### config.mk
export PLATFORM = sky130hd
export DESIGN_NAME = stopwatch_counter_flat
export DESIGN_NICKNAME = d
export VERILOG_FILES = /design/src/rtl/stopwatch_counter_if.sv /design/src/rtl/stopwatch_counter.sv /design/src/flat_wrapper.sv
export SDC_FILE = /design/constraint.sdc
export NUM_CORES = 1
export LEC_CHECK = 0
export ABC_AREA = 1
export BUFFER_PORTS_ARGS = -buffer_cell sky130_fd_sc_hd__buf_2
export CORE_MARGIN = 10
export CORE_UTILIZATION = 30
export CTS_BUF_LIST = sky130_fd_sc_hd__clkbuf_2 sky130_fd_sc_hd__clkbuf_4 sky130_fd_sc_hd__clkbuf_8
export CTS_CLUSTER_DIAMETER = 100
export CTS_CLUSTER_SIZE = 10
export DETAILED_ROUTE_END_ITERATION = 7
export GPL_TIMING_DRIVEN = 0
export PLACE_DENSITY_LB_ADDON = 0.15
export SLEW_MARGIN = 20
export SYNTH_ARGS = -nofsm -noshare
export SYNTH_HDL_FRONTEND = slang
export SYNTH_SLANG_ARGS = --single-unit
### constraint.sdc
create_clock -name clk -period 1.64 [get_ports clk]
set_input_delay 0.328 -clock clk [delete_from_list [all_inputs] [get_ports clk]]
set_output_delay 0.328 -clock clk [all_outputs]
set_load 0.05 [all_outputs]
### src/rtl/stopwatch_counter_if.sv
// Control, preset and display bundle for stopwatch_counter.
// The master drives the controls and presets; the slave (the counter) drives the digits and status.
interface stopwatch_counter_if;
    logic       start;
    logic       up;
    logic       clr;
    logic       load;
    logic [7:0] pmin;
    logic [7:0] psec;
    logic [3:0] SI0;
    logic [3:0] SI1;
    logic [3:0] MI0;
    logic [3:0] MI1;
    logic       tick;
    logic       at_limit;

    modport master (
        output start, up, clr, load, pmin, psec,
        input  SI0, SI1, MI0, MI1, tick, at_limit
    );

    modport slave (
        input  start, up, clr, load, pmin, psec,
        output SI0, SI1, MI0, MI1, tick, at_limit
    );
endinterface

### src/rtl/stopwatch_counter.sv
// MM:SS BCD up/down stopwatch with a one-second prescaler, clear and preset.
// STOPWATCH_WRAP_EN: when defined, the limit step wraps (59:59 <-> 00:00) instead of halting.
module stopwatch_counter #(
    parameter int unsigned TICK_DIV = 50_000_000
) (
    input  logic                 clk,
    input  logic                 reset,
    stopwatch_counter_if.slave   bus
);

    localparam int unsigned PRE_W = (TICK_DIV > 1) ? $clog2(TICK_DIV) : 1;
    localparam logic [PRE_W-1:0] PRE_LAST = PRE_W'(TICK_DIV - 1);

    localparam logic [1:0] S_IDLE = 2'd0;
    localparam logic [1:0] S_RUN  = 2'd1;
    localparam logic [1:0] S_HALT = 2'd2;

    typedef struct packed {
        logic [3:0] m1;
        logic [3:0] m0;
        logic [3:0] s1;
        logic [3:0] s0;
    } bcd_time_t;

    localparam bcd_time_t TIME_MAX = 16'h5959;

    // Increment with ones-to-tens carry; 59:59 rolls naturally to 00:00.
    function automatic bcd_time_t inc_time(input bcd_time_t t);
        bcd_time_t r;
        r = t;
        if (t.s0 != 4'd9) begin
            r.s0 = t.s0 + 4'd1;
        end else begin
            r.s0 = 4'd0;
            if (t.s1 != 4'd5) begin
                r.s1 = t.s1 + 4'd1;
            end else begin
                r.s1 = 4'd0;
                if (t.m0 != 4'd9) begin
                    r.m0 = t.m0 + 4'd1;
                end else begin
                    r.m0 = 4'd0;
                    r.m1 = (t.m1 != 4'd5) ? t.m1 + 4'd1 : 4'd0;
                end
            end
        end
        return r;
    endfunction

    // Decrement with borrow; 00:00 rolls naturally to 59:59.
    function automatic bcd_time_t dec_time(input bcd_time_t t);
        bcd_time_t r;
        r = t;
        if (t.s0 != 4'd0) begin
            r.s0 = t.s0 - 4'd1;
        end else begin
            r.s0 = 4'd9;
            if (t.s1 != 4'd0) begin
                r.s1 = t.s1 - 4'd1;
            end else begin
                r.s1 = 4'd5;
                if (t.m0 != 4'd0) begin
                    r.m0 = t.m0 - 4'd1;
                end else begin
                    r.m0 = 4'd9;
                    r.m1 = (t.m1 != 4'd0) ? t.m1 - 4'd1 : 4'd5;
                end
            end
        end
        return r;
    endfunction

    // Preset digits outside their BCD range are forced to zero individually.
    function automatic bcd_time_t sanitize(input logic [7:0] mm, input logic [7:0] ss);
        bcd_time_t r;
        r.m1 = (mm[7:4] <= 4'd5) ? mm[7:4] : 4'd0;
        r.m0 = (mm[3:0] <= 4'd9) ? mm[3:0] : 4'd0;
        r.s1 = (ss[7:4] <= 4'd5) ? ss[7:4] : 4'd0;
        r.s0 = (ss[3:0] <= 4'd9) ? ss[3:0] : 4'd0;
        return r;
    endfunction

    logic [1:0]       state_q, state_d;
    logic [PRE_W-1:0] pre_q, pre_d;
    bcd_time_t        digits_q, digits_d;
    logic             tick_q, tick_d;

    logic             at_limit_c;
    bcd_time_t        step_val_c;

    // Limit flag and candidate next count, both from the registered digits.
    always_comb begin
        at_limit_c = bus.up ? (digits_q == TIME_MAX) : (digits_q == bcd_time_t'(16'h0000));
        step_val_c = bus.up ? inc_time(digits_q) : dec_time(digits_q);
    end

    // Next-state: clr beats load, load beats any step, then the FSM.
    always_comb begin
        state_d  = state_q;
        pre_d    = pre_q;
        digits_d = digits_q;
        tick_d   = 1'b0;

        if (bus.clr) begin
            state_d  = S_IDLE;
            pre_d    = '0;
            digits_d = '0;
        end else if (bus.load) begin
            state_d  = S_IDLE;
            pre_d    = '0;
            digits_d = sanitize(bus.pmin, bus.psec);
        end else begin
            case (state_q)
                S_IDLE: begin
                    if (bus.start) state_d = S_RUN;
                end
                S_RUN: begin
                    if (!bus.start) begin
                        // Pause keeps the prescaler phase.
                        state_d = S_IDLE;
                    end else if (pre_q == PRE_LAST) begin
                        pre_d = '0;
`ifdef STOPWATCH_WRAP_EN
                        digits_d = step_val_c;
                        tick_d   = 1'b1;
`else
                        if (at_limit_c) begin
                            state_d = S_HALT;
                        end else begin
                            digits_d = step_val_c;
                            tick_d   = 1'b1;
                        end
`endif
                    end else begin
                        pre_d = pre_q + PRE_W'(1);
                    end
                end
                S_HALT: begin
                    if (!bus.start) state_d = S_IDLE;
                end
                default: begin
                    state_d = S_IDLE;
                    pre_d   = '0;
                end
            endcase
        end
    end

    always_ff @(posedge clk or negedge reset) begin
        if (!reset) begin
            state_q  <= S_IDLE;
            pre_q    <= '0;
            digits_q <= '0;
            tick_q   <= 1'b0;
        end else begin
            state_q  <= state_d;
            pre_q    <= pre_d;
            digits_q <= digits_d;
            tick_q   <= tick_d;
        end
    end

    assign bus.SI0      = digits_q.s0;
    assign bus.SI1      = digits_q.s1;
    assign bus.MI0      = digits_q.m0;
    assign bus.MI1      = digits_q.m1;
    assign bus.tick     = tick_q;
    assign bus.at_limit = at_limit_c;

endmodule

### src/flat_wrapper.sv
// flat-port wrapper written by rule: the top's interface ports become plain ports
module stopwatch_counter_flat 
#(
    parameter int unsigned TICK_DIV = 50_000_000
)
  (clk, reset, bus_start, bus_up, bus_clr, bus_load, bus_pmin, bus_psec, bus_SI0, bus_SI1, bus_MI0, bus_MI1, bus_tick, bus_at_limit);
  stopwatch_counter_if bus_i ();
  input  logic clk;
  input  logic reset;
  input wire logic [$bits(bus_i.start)-1:0] bus_start;
  input wire logic [$bits(bus_i.up)-1:0] bus_up;
  input wire logic [$bits(bus_i.clr)-1:0] bus_clr;
  input wire logic [$bits(bus_i.load)-1:0] bus_load;
  input wire logic [$bits(bus_i.pmin)-1:0] bus_pmin;
  input wire logic [$bits(bus_i.psec)-1:0] bus_psec;
  output wire logic [$bits(bus_i.SI0)-1:0] bus_SI0;
  output wire logic [$bits(bus_i.SI1)-1:0] bus_SI1;
  output wire logic [$bits(bus_i.MI0)-1:0] bus_MI0;
  output wire logic [$bits(bus_i.MI1)-1:0] bus_MI1;
  output wire logic [$bits(bus_i.tick)-1:0] bus_tick;
  output wire logic [$bits(bus_i.at_limit)-1:0] bus_at_limit;
  assign bus_i.start = bus_start;
  assign bus_i.up = bus_up;
  assign bus_i.clr = bus_clr;
  assign bus_i.load = bus_load;
  assign bus_i.pmin = bus_pmin;
  assign bus_i.psec = bus_psec;
  assign bus_SI0 = bus_i.SI0;
  assign bus_SI1 = bus_i.SI1;
  assign bus_MI0 = bus_i.MI0;
  assign bus_MI1 = bus_i.MI1;
  assign bus_tick = bus_i.tick;
  assign bus_at_limit = bus_i.at_limit;
  stopwatch_counter #(.TICK_DIV(TICK_DIV)) u_core (.clk(clk), .reset(reset), .bus(bus_i));
endmodule
After elaboration in Yosys (flattened, before gate mapping)
Cells that the tools add are included.
Widths: inputs -> output; s select.
{ "word_totals": {"register_bits": 45, "out_inout_bits": 18, "wordCells": 102} }
{ "classes": {"addsub": 9, "n_lt_le_gt_ge": 4, "n_eq_ne": 21, "mux": 45, "n_reduce_logical": 16} }
{ "ops": {"columns": ["cell", "count"], "rows": [
  ["$mux 16", 7],
  ["$mux 26", 4],
  ["$mux 4", 14],
  ["$pmux 26 s2", 1],
  ["$ne 4x4->1 const B", 11],
  ["$add 26x1->26 const B", 1],
  ["$eq 26x26->1 const B", 1],
  ["$mux 12", 2],
  ["$add 4x1->4 const B", 4],
  ["$eq 16x15->1 const B", 1],
  ["$logic_not 16->1", 1],
  ["$mux 8", 2],
  ["$reduce_bool 4->1", 4],
  ["$sub 4x1->4 const B", 4],
  ["$mux 2", 7],
  ["$reduce_and 10->1", 1],
  ["$reduce_bool 3->1", 3],
  ["$le 4x3->1 const B", 2],
  ["$le 4x4->1 const B", 2],
  ["$ne 4x3->1 const B", 2],
  ["$reduce_and 4->1", 2],
  ["$reduce_and 8->1", 1],
  ["$mux 1", 7],
  ["$pmux 2 s3", 1],
  ["other kinds (10)", 10]
]} }

Depth between registers and ports, before layout
{ "logic_depth": {"word_depth": 12, "mapped_depth": 12, "depth_no_buf": 12} }

Worst setup path before layout
No wires, ideal clock.
{ "synth_timing": {"kind": "register -> register", "from": "reg u_core.digits_q, in the netlist u_core.bus.SI0[0]", "to": "reg u_core.digits_q, in the netlist u_core.bus.MI0[1]", "setup_ps": 123, "arrival_time_ps": 1913, "path_slack_ps": -395, "path_stages_with_launch": 13, "path_buffers": 0, "path_cell_list": "dfrtp_1 inv_1 ha_1 nand3_2 nor2_1 nand2_1 nand2_1 nand3_1 nand2_2 nor2_8 nand2_4 nand2_1 o21ai_2"} }
{ "synth_between": {"elab_chain_cells": 4, "word_cells_on_any_way": 9, "cone_classes": "eq/ne: 5; mux: 1; reduce/logical: 3"} }
{ "synth_lines": {"columns": ["item", "line_no", "source"], "rows": [
  ["start, declared", "stopwatch_counter.sv:85", "bcd_time_t digits_q, digits_d;"],
  ["start signal, assigned", "stopwatch_counter.sv:158", "digits_q <= digits_d;"],
  ["$eq 16x15->1 / $logic_not 16->1 (equally long branches)", "stopwatch_counter.sv:93", "at_limit_c = bus.up ? (digits_q == TIME_MAX) : (digits_q == bcd_time_t'(16'h0000));"],
  ["$mux 1", "stopwatch_counter.sv:93", null],
  ["$ne 3x3->1 (no source line)", null, null],
  ["$reduce_and 8->1 (no source line) (*)", null, null]
]} }
Every way passes the cells marked *; elsewhere a longest branch is shown, timed or not.
A chain may end at the register's enable or synchronous reset.

Worst setup path in the final report
{ "layout_timing": {"from": "reg u_core.digits_q, in the netlist u_core.bus.SI0[0]", "to": "out bus_at_limit"} }
{ "layout_between": {"elab_chain_cells": 2, "word_cells_on_any_way": 3, "cone_classes": "eq/ne: 1; mux: 1; reduce/logical: 1"} }
{ "layout_lines": {"columns": ["item", "line_no", "source"], "rows": [
  ["$eq 16x15->1 / $logic_not 16->1 (equally long branches)", "stopwatch_counter.sv:93", null],
  ["$mux 1 (*)", "stopwatch_counter.sv:93", null],
  ["end, declared", "flat_wrapper.sv:21", "output wire logic [$bits(bus_i.at_limit)-1:0] bus_at_limit;"]
]} }
Marks and branches as above.

==> results.cfg <==
[yosys]
synth_top_area_frac = 0.325
synthCells = 489
ys_seq_area_frac = 0.325
synth_edf_count = 0
synth_area_leaders = dfrtp_1 (33%), nand2_1 (11%), nor2_1 (6.8%)
syn_nets = 524
synth_cell_types = 45
syn_area_sq_um = 3460
ys_ff_latch = 45
synth_flop_cell = dfrtp_1
post_synth.cell_area_avg_sq_um = 7.08
synth_warnings = 0
synth-async-reset-ratio = 1.00
yosysTopAreaCell = dfrtp_1

[sta]
maxSlewHeadroom = 0.583
max_freq_ghz = 0.496
tightest_slew_ns = 0.625
fin_crit_ns = 2.02
rsz0062_at_grt = yes
finalSetupViolCount = 19
hold_viol = 0
slew_viol_final = 0
fin_skew_ns = 0.00945
fin_ws_ns = -0.376
fin_crit_sh = 1.23

[detailed_routing]
post-route-drc-count = 0
drtAntennaViolNets = 0
viasPerCell = 4.84
route.detailed.wl_per_inst_um = 15.0
drt_first_pass_iters = 4
drtIter0Drc = 264
routed_wl_mm = 11.3
dr_total_vias = 3625

[grt]
gr-usage-met2 = 0.206
grt.met1_usage = 0.185
top_usage_layer = met2
grt_pass1_vias = 3521
grtUsageMet3 = 0.0277
antenna_found_initial = 0
grt_use_total = 0.133
grt_pass1_wl_mm = 17.8
grt_start_max_net_pins = 46
gr-total-overflow = 0

[clocking]
cts_root_buf = clkbuf_8
clock_latency_ns = 0.31
cts.sinks = 45
clk_pin_slew_ns = 0.10
cts_buffers = 5
htree_levels = 2
cts_tree = yes
clk_path_buf_depth = 2

[floorplan]
die_w_um = 127
rows = 39
ios = 40
die_area_sq_um = 16200
core_area_sq_um = 11400
die_h_um = 127
start_util = 0.304

[critical_path]
crit_fanout = 5
worstPathRequired_ns = 1.31
crit_type = flip-flop to primary output
end_kind = primary output
start_kind = flip-flop
worst_ep_arrival_time_ns = 1.69

[finish]
fin_area_sq_um = 5130
final_layout_size_suffix_gt1_frac = 0.441
n_antenna_cell = 0
final_common_cell = nand2_1
area_delta_synth_final_pct = 48.1
layout_common_cells = nand2_1 (78), buf_4 (61), nor2_1 (47)
utilization = 0.451
final_net_count = 640
fillers = 1136

[power]
power_density_nw_per_um2 = 802
p_int_mw = 2.42
power_frac_comb = 0.452
p_leak_nw = 2.34
p_sw_frac = 0.413
vdd_drop_max_mv = 0.395
clkPwrFrac = 0.222
power.switching_mw = 1.70
p_seq_frac = 0.325

[place]
gp_congestion = 0.853
place_area_sq_um = 3960
port_buffers = 38
post-dp-hpwl_mm = 7.51

[flow_run]
drv_cap = 0

[run_status]
status = complete, but fails checks
violations = setup timing

[min_path]
hold_path.class = input port to asynchronous set/reset pin
final cells by class:
cell class / instances / area, sq um / area share
repair buffers: 112 / 831 / 0.162
plain buffers: 5 / 38.8 / 0.00757
multi-input cells: 370 / 2550 / 0.497
well taps: 143 / 179 / 0.0349
inverters: 66 / 268 / 0.0522
clock inverters: 2 / 38.8 / 0.00757
flip-flops and latches: 45 / 1150 / 0.224
clock buffers: 6 / 76.3 / 0.0149
worst paths after layout:
kind / from / endpoint / slack (ns) / cells past startpoint
worst min-delay path: reset / u_core.bus.MI1[1] / 0.02 / 1
worst min register to register: u_core.pre_q[15] / u_core.pre_q[15] / 0.51 / 1
worst max-delay path: u_core.bus.SI0[0] / bus_at_limit / -0.38 / 7
worst max register to register: u_core.pre_q[0] / u_core.bus.SI0[1] / -0.24 / 12
max in group asynchronous: reset / u_core.bus.SI0[2] / 1.15 / 1
min in group clk: bus_load / u_core.bus.SI1[3] / 0.34 / 4
repair_timing:
item | 4_1_cts | 5_1_grt
setup buffers | 44 | 32
endpoints found under the setup margin | 42 | 44
hold buffers | 0 | 0
pin swaps | 33 | 37
resized for setup | 82 | 57
cloned | 1 | 0
state kept, by name (all words and copies together) (netlist names):
| name | flops |
|---|---|
| u_core.bus.tick | 1 |
| u_core.bus.MI0 | 4 |
| u_core.bus.SI1 | 4 |
| u_core.bus.SI0 | 4 |
| u_core.state_q | 2 |
| u_core.bus.MI1 | 4 |
| u_core.pre_q | 26 |
power by group through the flow:
stage | Clock, mW | Combinational, mW | Sequential [mW]
2_1_floorplan | 0 | 0.803 | 1.59
3_3_place_gp | 0 | 1.38 | 1.35
3_5_place_dp | 0 | 1.38 | 1.36
4_1_cts | 0.950 | 1.72 | 1.32
5_1_grt | 0.991 | 2.01 | 1.36
6_report | 0.915 | 1.86 | 1.34
through the flow:
stage	TNS [ns]	power, mW	cells	hold WS [ns]	setup WS (ns)
4_1_cts	-4.97	3.98	720	0.244	-0.382
3_3_place_gp	-7.18	2.73	670	0.480	-0.415
6_report	-3.57	4.11	749	0.0184	-0.376
2_1_floorplan	-0.674	2.39	489	0.0324	-0.0806
3_5_place_dp	-7.26	2.74	670	0.480	-0.401
5_1_grt	-6.75	4.36	749	0.0646	-0.454
synth_stat cells, types with 3 or more instances:
cell and instances:
a21oi_1 29, nor2_1 63, inv_2 5, nor3_1 15, xnor2_1 10, nand3_1 38, xor2_1 12, nand2_2 7
nand2_1 98, ha_1 13, o31ai_1 3, a31oi_1 5, buf_6 3, nor2_2 3, o21ai_0 31, dfrtp_1 45
nand4_1 9, inv_1 60, nand3_2 5
metal layers:
metal | wire length (um) | up-vias
met5 | 0 | -
met4 | 93 | 0
met3 | 586 | 5
met2 | 5190 | 66
met1 | 5390 | 1710
li1 | - | 1844
critical path: stages, from the launching register on:
cell and delay, ns:
dfrtp_2 0.46, inv_4 0.09, ha_4 0.15, nand3_4 0.12
nor3_4 0.19, nand2_2 0.11, nand2_4 0.10, buf_8 0.15
logic make-up after synthesis:
group	count (synthesis)	synth area share
and+or+nand+nor	250	0.340
buffers and inverters	74	0.0889
xor gates and xnor gates	22	0.0557
AOI/OAI and AO/OA	85	0.143
adders and majority gates	13	0.0470
DFF	45	0.325
No activity file was read; power rests on OpenSTA's default activity.
